===== config.mk =====
export PLATFORM = sky130hd
export DESIGN_NAME = alu_rs
export DESIGN_NICKNAME = d
export VERILOG_FILES = /design/src/rtl/alu_rs_pkg.sv /design/src/rtl/alu_rs_operand.sv /design/src/rtl/alu_rs.sv
export SDC_FILE = /design/constraint.sdc
export NUM_CORES = 1
export LEC_CHECK = 0
export BUFFER_PORTS_ARGS = -buffer_cell sky130_fd_sc_hd__buf_4
export CAP_MARGIN = 10
export CORE_AREA = 3 3 96 98
export CTS_CLUSTER_DIAMETER = 120
export DETAILED_ROUTE_END_ITERATION = 6
export DIE_AREA = 0 0 99 101
export PLACE_DENSITY = 0.9
export RECOVER_POWER = 100
export SYNTH_ARGS = -nofsm -noshare
export SYNTH_HDL_FRONTEND = slang
export SYNTH_SLANG_ARGS = --single-unit

===== constraint.sdc =====
create_clock -name clk_i -period 2.7 [get_ports clk_i]
set_clock_uncertainty 0.15 [all_clocks]
set_input_delay 0 -clock clk_i [delete_from_list [all_inputs] [get_ports clk_i]]
set_output_delay 0 -clock clk_i [all_outputs]
set_load 0.02 [all_outputs]

===== src/rtl/alu_rs_pkg.sv =====
// rtl/alu_rs_pkg.sv - shared types for the ALU reservation station and CDB
package data_types;

    // Plain 32-bit datapath word.
    typedef logic [31:0] word32_t;

    // Producer identities on the common data bus. NO_TAG marks an operand whose value is already present.
    typedef enum logic [2:0] {
        NO_TAG = 3'd0,
        ALU_1  = 3'd1,
        ALU_2  = 3'd2,
        ALU_3  = 3'd3,
        MUL_1  = 3'd4,
        MUL_2  = 3'd5,
        LSU_1  = 3'd6,
        LSU_2  = 3'd7
    } rs_tag_t;

    // ALU operations. ADDR is the idle/reset operation.
    typedef enum logic [3:0] {
        ADDR  = 4'd0,
        SUBR  = 4'd1,
        ANDR  = 4'd2,
        ORR   = 4'd3,
        XORR  = 4'd4,
        SLLR  = 4'd5,
        SRLR  = 4'd6,
        SRAR  = 4'd7,
        SLTR  = 4'd8,
        SLTUR = 4'd9
    } alu_op_t;

    // One common-data-bus broadcast.
    typedef struct packed {
        logic    valid;
        rs_tag_t tag;
        word32_t data;
    } cdb_t;

    // A broadcast matches a tag only when it is valid and carries a real producer tag.
    function automatic logic cdb_match(input cdb_t cdb, input rs_tag_t tag);
        return cdb.valid && (cdb.tag != NO_TAG) && (cdb.tag == tag);
    endfunction

endpackage


===== src/rtl/alu_rs_operand.sv =====
// rtl/alu_rs_operand.sv - one reservation-station operand slot with dispatch load and CDB snoop
module rs_operand
    import data_types::*;
(
    input  logic    clk_i,
    input  logic    rst_i,
    input  logic    clear_i,     // entry squashed or retired: drop presence
    input  logic    load_i,      // dispatch accepted this cycle
    input  logic    snoop_i,     // entry is waiting on producers
    input  rs_tag_t tag_i,
    input  word32_t val_i,
    input  cdb_t    cdb_i,
    output word32_t val_o,
    output logic    present_d_o  // presence after this edge, used by the FSM to go READY
);

    rs_tag_t tag_q, tag_d;
    word32_t val_q, val_d;
    logic    present_q, present_d;

    // Next slot contents: clear wins, then dispatch load (with CDB bypass), then snoop capture.
    always_comb begin
        tag_d     = tag_q;
        val_d     = val_q;
        present_d = present_q;
        if (clear_i) begin
            present_d = 1'b0;
        end else if (load_i) begin
            tag_d = tag_i;
            if (cdb_match(cdb_i, tag_i)) begin
                // Producer is broadcasting right now: take the bus value instead of waiting.
                val_d     = cdb_i.data;
                present_d = 1'b1;
            end else if (tag_i == NO_TAG) begin
                val_d     = val_i;
                present_d = 1'b1;
            end else begin
                val_d     = val_i;
                present_d = 1'b0;
            end
        end else if (snoop_i && !present_q && cdb_match(cdb_i, tag_q)) begin
            val_d     = cdb_i.data;
            present_d = 1'b1;
        end
    end

    // Slot registers.
    always_ff @(posedge clk_i or posedge rst_i) begin
        if (rst_i) begin
            tag_q     <= NO_TAG;
            val_q     <= '0;
            present_q <= 1'b0;
        end else begin
            tag_q     <= tag_d;
            val_q     <= val_d;
            present_q <= present_d;
        end
    end

    assign val_o       = val_q;
    assign present_d_o = present_d;

endmodule


===== src/rtl/alu_rs.sv =====
// rtl/alu_rs.sv - single-entry ALU reservation station: dispatch, operand wakeup, issue, retire
module alu_rs
    import data_types::*;
#(
    parameter rs_tag_t TAG = ALU_1
) (
    input  logic    clk_i,
    input  logic    rst_i,
    input  logic    flush_i,
    input  logic    disp_valid_i,
    input  alu_op_t disp_oper_i,
    input  rs_tag_t disp_rs1_tag_i,
    input  rs_tag_t disp_rs2_tag_i,
    input  word32_t disp_rs1_val_i,
    input  word32_t disp_rs2_val_i,
    input  cdb_t    cdb_i,
    output logic    busy_o,
    output alu_op_t oper_o,
    output word32_t rs1_val_o,
    output word32_t rs2_val_o,
    output logic    ready_o
);

    typedef enum logic [1:0] {
        EMPTY   = 2'd0,
        WAITING = 2'd1,
        READY   = 2'd2,
        ISSUED  = 2'd3
    } state_t;

    state_t  state_q, state_d;
    alu_op_t oper_q, oper_d;

    logic load;
    logic snoop;
    logic done;
    logic clear;
    logic rs1_present_d;
    logic rs2_present_d;

    // Dispatch is only taken into an empty entry, and a same-cycle flush drops it.
    assign load  = (state_q == EMPTY) && disp_valid_i && !flush_i;
    assign snoop = (state_q == WAITING);
    // Our own result on the bus retires the entry.
    assign done  = (state_q == ISSUED) && cdb_match(cdb_i, TAG);
    assign clear = flush_i || done;

    rs_operand u_rs1 (
        .clk_i       (clk_i),
        .rst_i       (rst_i),
        .clear_i     (clear),
        .load_i      (load),
        .snoop_i     (snoop),
        .tag_i       (disp_rs1_tag_i),
        .val_i       (disp_rs1_val_i),
        .cdb_i       (cdb_i),
        .val_o       (rs1_val_o),
        .present_d_o (rs1_present_d)
    );

    rs_operand u_rs2 (
        .clk_i       (clk_i),
        .rst_i       (rst_i),
        .clear_i     (clear),
        .load_i      (load),
        .snoop_i     (snoop),
        .tag_i       (disp_rs2_tag_i),
        .val_i       (disp_rs2_val_i),
        .cdb_i       (cdb_i),
        .val_o       (rs2_val_o),
        .present_d_o (rs2_present_d)
    );

    // State register; async reset drops ready_o and busy_o immediately.
    always_ff @(posedge clk_i or posedge rst_i) begin
        if (rst_i) begin
            state_q <= EMPTY;
        end else begin
            state_q <= state_d;
        end
    end

    // Next state: flush beats everything, otherwise follow operand presence and our own CDB tag.
    always_comb begin
        state_d = state_q;
        if (flush_i) begin
            state_d = EMPTY;
        end else begin
            case (state_q)
                EMPTY: begin
                    if (disp_valid_i) begin
                        state_d = (rs1_present_d && rs2_present_d) ? READY : WAITING;
                    end
                end
                WAITING: begin
                    if (rs1_present_d && rs2_present_d) begin
                        state_d = READY;
                    end
                end
                READY: begin
                    state_d = ISSUED;
                end
                ISSUED: begin
                    if (done) begin
                        state_d = EMPTY;
                    end
                end
                default: begin
                    state_d = EMPTY;
                end
            endcase
        end
    end

    // Outputs decoded straight from the state register.
    always_comb begin
        busy_o  = (state_q != EMPTY);
        ready_o = (state_q == READY);
    end

    // Operation is captured at dispatch and held until the next accepted dispatch.
    always_comb begin
        oper_d = load ? disp_oper_i : oper_q;
    end

    // Operation register.
    always_ff @(posedge clk_i or posedge rst_i) begin
        if (rst_i) begin
            oper_q <= ADDR;
        end else begin
            oper_q <= oper_d;
        end
    end

    assign oper_o = oper_q;

endmodule


; Yosys cells after proc, flatten, opt, wreduce, memory -nomap -nowiden
; Index checks and enable logic that the tools add are counted.
[classes]
bitwise = 1
div = 0
muxes = 22
shift = 0
n_mul = 0
n_lt_le_gt_ge = 0
n_reduce_logical = 29
addsub = 0
eq_ne = 11
[ops]
columns = op, n
row1 = $mux W32, 6
row2 = $logic_and A1 B1 Y1, 14
row3 = $eq A3 B3 Y1, 4
row4 = $mux W1, 10
row5 = $mux W2, 5
row6 = $ne A3 B3 Y1 const B, 3
row7 = $pmux W2 S4, 1
row8 = $logic_not A3 Y1, 2
row9 = $reduce_and A2 Y1, 3
row10 = $reduce_bool A2 Y1, 3
row11 = $eq A2 B2 Y1 const B, 2
row12 = $eq A3 B1 Y1 const B, 1
row13 = $logic_not A1 Y1, 3
row14 = $reduce_and A3 Y1, 1
row15 = $reduce_bool A3 Y1, 1
row16 = $eq A2 B1 Y1 const B, 1
row17 = $logic_not A2 Y1, 1
row18 = $logic_or A1 B1 Y1, 1
row19 = $not A1 Y1, 1
[totals]
memories = 0
ff_bits = 78
mem_bits_ro = 0
inputBits = 114
latchBits = 0
output_inout_bits = 70
ram_bits = 0
word_cells = 71

; Longest topological paths before layout
; Gate-level depths: netlist of the first run.
[logic_depth]
word_depth = 12
mapped_depth = 9
depth_no_buf = 8

; Hierarchy
; A second synthesis of the first run with hierarchy kept.
[unflattened]
hier_cells = 290
hier_area_um2 = 4346.7
[modules_own_cells]
columns = module, area_each_um2, cells_each, seq_area_each_um2, instances
row1 = rs_operand, 1973.1, 127, 900.9, 2
row2 = alu_rs, 400.4, 36, 150.1, 1

; Least setup slack after synthesis of the first run
; OpenSTA, ideal clock, no wires.
[synth_timing]
kind = reg2reg
start = register state_q[0]
end = register state_q[1]
required_time_ns = 2.429
period_less_slack_ns = 2.280
path_stages_with_launch = 10
path_slack_ns = 0.420
path_buffers = 1
arrival_ns = 2.009
setup_ns = 0.121
path_cell_list = dfrtp_1 inv_1 ha_1 nand3b_2 a41o_1 buf_2 o2bb2ai_2 nand2b_2 mux2_1 o22a_1
[synth_between]
elab_chain_len = 11
word_cells_on_any_way = 27
classes_between = eq/ne (6) / mux (10) / reduce/logical (11)
[synth_lines]
columns = element, line_no
row1 = from (decl), alu_rs.sv:31  ; state_t state_q, state_d;
row2 = from (signal assigned), alu_rs.sv:79  ; state_q <= state_d;
row3 = $eq A2 B1 Y1, "alu_rs.sv:43, alu_rs.sv:89"
row4 = $logic_and A1 B1 Y1 (2 in a row), alu_rs_operand.sv:41  ; end else if (snoop_i && !present_q && cdb_match(cdb_i, tag_q)) begin
row5 = $mux W1, alu_rs_operand.sv:41
row6 = $mux W1, alu_rs_operand.sv:28  ; end else if (load_i) begin
row7 = $mux W1, alu_rs_operand.sv:26  ; if (clear_i) begin
row8 = $logic_and A1 B1 Y1, "alu_rs.sv:92, alu_rs.sv:96"
row9 = $mux W2, alu_rs.sv:92  ; state_d = (rs1_present_d && rs2_present_d) ? READY : WAITING;
row10 = $mux W2, alu_rs.sv:91  ; if (disp_valid_i) begin
row11 = $pmux W2 S4, alu_rs.sv:89  ; case (state_q)
row12 = $mux W2, alu_rs.sv:86  ; if (flush_i) begin
; Parallel ways exist; a longest one is shown, timed or not. The select of a mux whose other input is x is not followed.
; A chain may end at the register's enable or synchronous reset.

; Worst setup path in the final report of the first run
[layout_timing]
start = register state_q[1]
end = register state_q[1]
[layout_between]
elab_chain_len = 11
word_cells_on_any_way = 27
classes_between = eq/ne (6) / mux (10) / reduce/logical (11)
[layout_lines]
columns = element, line_no
row1 = $eq A2 B1 Y1, alu_rs.sv:43  ; assign snoop = (state_q == WAITING);
row2 = $logic_and A1 B1 Y1 (2 in a row), alu_rs_operand.sv:41
row3 = $mux W1, alu_rs_operand.sv:41
row4 = $mux W1, alu_rs_operand.sv:28
row5 = $mux W1 (*), alu_rs_operand.sv:26
row6 = via rs1_present_d, alu_rs.sv:38  ; logic rs1_present_d;
row7 = $logic_and A1 B1 Y1 (*), "alu_rs.sv:92, alu_rs.sv:96"
row8 = $mux W2, alu_rs.sv:92
row9 = $mux W2, alu_rs.sv:91
row10 = $pmux W2 S4, alu_rs.sv:89
row11 = $mux W2, alu_rs.sv:86
; The timed path passes the listed nets; every way through them passes the cells marked *. The select of a mux whose other input is x is not followed.

==> metrics.yaml, run 1 <==
io_pins: 184
synth_commonest_cells: "dfrtp_1 (78), nand2_1 (78), mux2i_1 (65), o21ai_0 (65), clkbuf_1 (14)"
drt_wl_total_um: 14000
netlist-cell-type-count: 40
ys.flop_type: "dfrtp_1"
min-delay-start: "disp_valid_i"
critPathRequiredTime_ps: 2780
setup_viol: 0
die_y_um: 101
path_clk_slew_ps: 90
root_buffer: "clkbuf_8"
core-area_um2: 8550
start_util_pct: 46.2
seq_area_frac_synth_pct: 49.4
internal_power_w: 0.00324
combPwrFrac_pct: 44.8
powerDensity_nw_per_um2: 852
cpMaxStageDelayCell: "dlygate4sd3_1"
power.share.switching_pct: 42.1
port_buffers: 183
syn_avg_cell_area_um2: 10.5
grt_pass1_wl_um: 21700
synth_area_um2: 3950
hold_viol: 0
min_to: "oper_o[0]$_DFFE_PP0N_"
first_global_vias: 4624
worst-path-buf-inv: 1
cts_tree: "built"
hold-path-cell-count: 4
clk_path_buf_depth: 2
ys_warn_count: 0
cts_inserted_buffers: 9
grt_max_degree: 65
hpwl_um: 8210
nets: 792
grt_usage_pct: 27.5
dieWidth_um: 99
r2r-end: "state_q[1]$_DFFE_PP0P_"
row_count: 34
path_class: "reg -> reg"
relSlewSlack_pct: -16.2
worst_ir_drop_vdd_mv: 0.512
seqCellArea_um2: 1950
crit_arrival_ps: 2730
status: "finished, violations left"
grt_overflow: 0
multi_input_area_um2: 1880
r2r_setup_slack_ps: 60
n_antenna_cell: 0
max_cap_viol_count: 1
hp-class: "in -> reg"
slew_violations: 40
setup_tns_ps: 0
synth_top_area_cell: "dfrtp_1"
finish.utilization_pct: 76.9
clockPowerShare_pct: 18.8
async_flop_share_pct: 100
cts_max_level: 3
synthCells: 376
syn_to_final_growth_pct: 66.4
first_pass_iters: 6
rr_startpoint: "state_q[1]$_DFFE_PP0P_"
synth_seq_cells: 78
drtIter0Drc: 109
reg2reg_depth: 7
synth_top_area_share_pct: 49.4
drive_above_1_share_pct: 22.9
cts.sinks: 78
min_period_ps: 2640
fill_cells: 566
leakage_nw: 3.22
critPathMaxStageDelay_ps: 610
vias: 4098
critPathTopFamily: "compound AO/OA/AOI/OAI gates"
max_freq_mhz: 378
end_kind: "flip-flop"
period_share_pct: 98.0
startpoint_type: "flip-flop"
routabilityCongestion: 0.897
violations: "capacitance limit, slew limit"
cp_max_fo: 4
synthTopCellsByArea: "dfrtp_1 (49%), mux2i_1 (16%), o21ai_0 (8.2%)"
worstSkewPairLatency_ps: 340
die_area_um2: 10000
dp_slack_ps: 308
drc: 0
tightest_slew_ps: 1730
synth_edf_count: 0
antenna_found_initial: 0
fin_ws_ps: 55.0
p_sw_w: 0.00236
cp_cell_sequence: "ha_2, a41o_1, dlygate4sd3_1, a221oi_4, nand2b_4, mux2_1, o22a_1"
avgRoutedWirePerCell_um: 17.8
syn_nets: 495
cp.depth: 7
ant_nets: 0
vias_per_cell: 5.21
pwr-share-seq_pct: 36.4
==> timing repair <==
action / in CTS / in global routing
setup endpoints to repair: 0 / 7
resized for setup: 0 / 4
buffers inserted: 0 / 2
hold endpoints to repair: 115 / 0
hold buffers: 118 / 0
==> cell type report <==
type / instances / area share (%)
clock buffer: 11 / 2.00
clock inverter: 5 / 1.62
inverter: 5 / 0.305
multi-input combinational: 270 / 28.5
timing repair buffer: 309 / 35.8
sequential: 78 / 29.7
tap: 108 / 2.06
==> metrics by stage <==
stage	instance area (um^2)	total power [W]	hold slack, ps	instances
2_1_floorplan	3950	0.00348	-44.6	376
3_3_place_gp	5400	0.00459	-21.8	650
3_5_place_dp	5400	0.00470	-15.7	650
4_1_cts	6820	0.00592	13.8	784
5_1_grt	6570	0.00591	64.2	786
6_report	6570	0.00560	40.7	786
==> metal layers <==
metal / global-route usage (%) / wire length [um] / up-vias
met5: 0 / 0 / -
met4: 14.2 / 595 / 0
met3: 6.44 / 781 / 56
met2: 51.1 / 7600 / 191
met1: 28.6 / 5030 / 1955
li1: - / - / 1896
==> power groups by stage <==
stage | clock (W) | sequential (W) | combinational [W]
CTS | 0.00106 | 0.00202 | 0.00283
detailed placement | 0 | 0.00204 | 0.00266
floorplan | 0 | 0.00258 | 0.000895
global placement | 0 | 0.00201 | 0.00258
global route | 0.00111 | 0.00209 | 0.00271
finish | 0.00105 | 0.00204 | 0.00251
==> how the worst max path moves through the flow <==
stage	end	startpoint
final	state_q[1]$_DFFE_PP0P_	state_q[1]$_DFFE_PP0P_
after global routing	state_q[1]$_DFFE_PP0P_	state_q[1]$_DFFE_PP0P_
after CTS	u_rs1.val_o[29]$_DFFE_PP0P_	state_q[0]$_DFFE_PP0P_
after detailed placement	state_q[1]$_DFFE_PP0P_	state_q[0]$_DFFE_PP0P_
after global placement	state_q[1]$_DFFE_PP0P_	state_q[0]$_DFFE_PP0P_
after floorplan	state_q[1]$_DFFE_PP0P_	state_q[0]$_DFFE_PP0P_
==> cells in the final DEF (no fill, tap or decap), types with 2 or more instances in the layout <==
cell type      count
buf_4            119
dlygate4sd3_1    118
dfrtp_1           78
nand2_1           76
clkbuf_1          72
mux2i_1           65
o21ai_0           65
nor2_1             9
xnor2_1            9
clkbuf_8           9
mux2_2             6
inv_1              4
ha_1               4
bufinv_16          3
nand4_1            2
nor3_1             2
xnor2_4            2
o21ai_1            2
nand2_2            2
clkbuf_4           2
==> sequential cells by signal, indices dropped and copies added (netlist names) <==
signal           cells
u_rs1.tag_q          3
state_q              2
u_rs2.val_o         32
oper_o               4
u_rs2.tag_q          3
u_rs2.present_q      1
u_rs1.val_o         32
u_rs1.present_q      1
==> worst register-to-register path, cell delays in order (launching register included) <==
cell and delay, ps:
dfrtp_1 430, ha_2 200, a41o_1 240, dlygate4sd3_1 610, a221oi_4 290, nand2b_4 100
mux2_1 320, o22a_1 190
==> cell families after synthesis <==
kind of cell,share of synthesized area (%)
buf+inv,3.55
xor+xnor,3.80
fa+ha+maj,1.58
mux,18.5
compound gates,12.2
simple gates,10.9
flops,49.4
Note: power is estimated with default switching activity, not from simulation.
==> run 2, diff against run 1 <==
--- a/config.mk
+++ b/config.mk
@@ -7,9 +7,10 @@
 export LEC_CHECK = 0
+export ABC_AREA = 1
 export BUFFER_PORTS_ARGS = -buffer_cell sky130_fd_sc_hd__buf_4
 export CAP_MARGIN = 10
-export CORE_AREA = 3 3 96 98
+export CORE_AREA = 3 3 97 99
 export CTS_CLUSTER_DIAMETER = 120
 export DETAILED_ROUTE_END_ITERATION = 6
-export DIE_AREA = 0 0 99 101
-export PLACE_DENSITY = 0.9
+export DIE_AREA = 0 0 100 102
+export PLACE_DENSITY = 0.89
 export RECOVER_POWER = 100
--- a/constraint.sdc
+++ b/constraint.sdc
@@ -4,2 +4,2 @@
 set_output_delay 0 -clock clk_i [all_outputs]
-set_load 0.02 [all_outputs]
+set_load 0.05 [all_outputs]
==> metrics.yaml, run 2 <==
avgRoutedWirePerCell_um: 17.3
first_global_vias: 5110
die_area_um2: 10200
start_util_pct: 46.1
setup_tns_ps: 0
max_freq_mhz: 390
leakage_nw: 3.03
synth_commonest_cells: "nand2_1 (130), nor2_1 (82), dfrtp_1 (78)"
drtIter0Drc: 283
vias_per_cell: 5.50
dieWidth_um: 100
path_clk_slew_ps: 80
synthMostInstantiatedCell: "nand2_1"
fin_ws_ps: 134
hpwl_um: 9530
drc: 0
cts_tree: "built"
rsz0062_at_grt: "no"
ys.flop_type: "dfrtp_1"
syn_nets: 632
path_class: "reg -> reg"
grt_overflow: 0
vias: 5001
slew_violations: 0
hp-class: "in -> reg"
grt_max_degree: 65
synth_area_um2: 3980
clk_path_buf_depth: 2
relSlewSlack_pct: 22.6
io_pins: 184
cts_max_level: 3
dpl.cell_count: 782
period_share_pct: 95.0
row_count: 34
synth_top_area_share_pct: 49.0
synth_top_area_cell: "dfrtp_1"
final_cells: 909
grt_usage_pct: 30.6
cts_inserted_buffers: 9
ant_nets: 0
synthTopCellsByArea: "dfrtp_1 (49%), nand2_1 (12%), a31oi_1 (10%)"
drt_wl_total_um: 15700
dp_slack_ps: 313
end_kind: "flip-flop"
nets: 914
syn_avg_cell_area_um2: 7.77
syn_to_final_growth_pct: 62.5
hold_viol: 0
async_flop_share_pct: 100
ys_warn_count: 0
root_buffer: "clkbuf_8"
grt_pass1_wl_um: 24600
hold_slack_ps: 138
startpoint_type: "flip-flop"
worstSkewPairLatency_ps: 340
powerDensity_nw_per_um2: 1050
status: "finished, final reports clean"
seq_area_frac_synth_pct: 49.0
drive_above_1_share_pct: 18.8
synthCells: 513
worst_ir_drop_vdd_mv: 0.631
netlist-cell-type-count: 21
synth_seq_cells: 78
max_cap_viol_count: 0
min_period_ps: 2570
synth_edf_count: 0
critPathRequiredTime_ps: 2820
routabilityCongestion: 0.915
first_pass_iters: 7
antenna_found_initial: 1
cts.sinks: 78
setup_viol: 0
post_cts_buffers: 0
die_y_um: 102
mostFrequentLayoutCells: "nand2_1 (130), buf_4 (118), dlygate4sd3_1 (110)"
core-area_um2: 8640
port_buffers: 183
cp_max_fo: 4
crit_arrival_ps: 2690
final_common_cell: "nand2_1"
tightest_slew_ps: 1160
## run 2: final cells by class
cell class	count	area, um^2
Antenna cell	1	2.50
Clock buffer	10	138
Clock inverter	6	68.8
Fill cell	619	2160
Inverter	30	114
Multi-Input combinational cell	371	1760
Sequential cell	78	1950
Tap cell	108	135
Timing Repair Buffer	305	2310
## run 2: metal layers
metal,global-route usage (%),share of wire [%],vias up
li1,-,-,2273
met1,32.5,35,2305
met2,55.1,51,339
met3,7.37,8.1,84
met4,18.8,5.6,0
met5,0,0,-
## run 2: final timing paths
check / start / end / slack (ps) / depth (start not counted)
worst max-delay path: state_q[0]$_DFFE_PP0P_ / u_rs1.present_q$_DFF_PP0_ / 130 / 8
worst min-delay path: disp_valid_i / state_q[0]$_DFFE_PP0P_ / 140 / 7
worst max register to register: state_q[0]$_DFFE_PP0P_ / u_rs1.present_q$_DFF_PP0_ / 130 / 8
worst min register to register: u_rs1.tag_q[0]$_DFFE_PP0P_ / u_rs1.tag_q[0]$_DFFE_PP0P_ / 350 / 2
max in group asynchronous: rst_i / u_rs1.tag_q[0]$_DFFE_PP0P_ / 810 / 4
min in group asynchronous: rst_i / u_rs2.val_o[19]$_DFFE_PP0P_ / 290 / 3
## run 2: worst max-delay path, stage by stage, from the launching register on
cell	delay [ps]
dfrtp_1	430
ha_1	250
nand3_1	90
nor2_1	50
nor2_2	120
dlygate4sd3_1	600
nand2_1	70
nor2_1	150
dlygate4sd3_1	590
## run 2: stage by stage
step / area, um^2 / power, W / util, %
3_5_place_dp: 5440 / 0.00619 / 63.0
2_1_floorplan: 3980 / 0.00484 / -
3_3_place_gp: 5440 / 0.00606 / 63.0
4_1_cts: 6740 / 0.00722 / 78.1
6_report: 6470 / 0.00682 / 75.0
5_1_grt: 6470 / 0.00716 / 75.0
## run 2: kinds of logic after synthesis
family | synth area share (%)
and+or+nand+nor | 29.8
DFF | 49.0
AOI/OAI and AO/OA | 12.2
buffers and inverters | 6.97
adders and majority gates | 1.57
xor gates and xnor gates | 0.440
## run 2: what timing repair did
action,CTS,global route
setup endpoints to repair,0,2
gates resized for setup,0,2
hold buffers,110,0
endpoints found under the hold margin,125,0
## run 2: report_power, final
part / switching [W] / total, W / internal, W
clock network: 0.000440 / 0.000898 / 0.000457
logic: 0.00293 / 0.00382 / 0.000886
registers: 0.000370 / 0.00210 / 0.00173
total: 0.00374 / 0.00682 / 0.00308
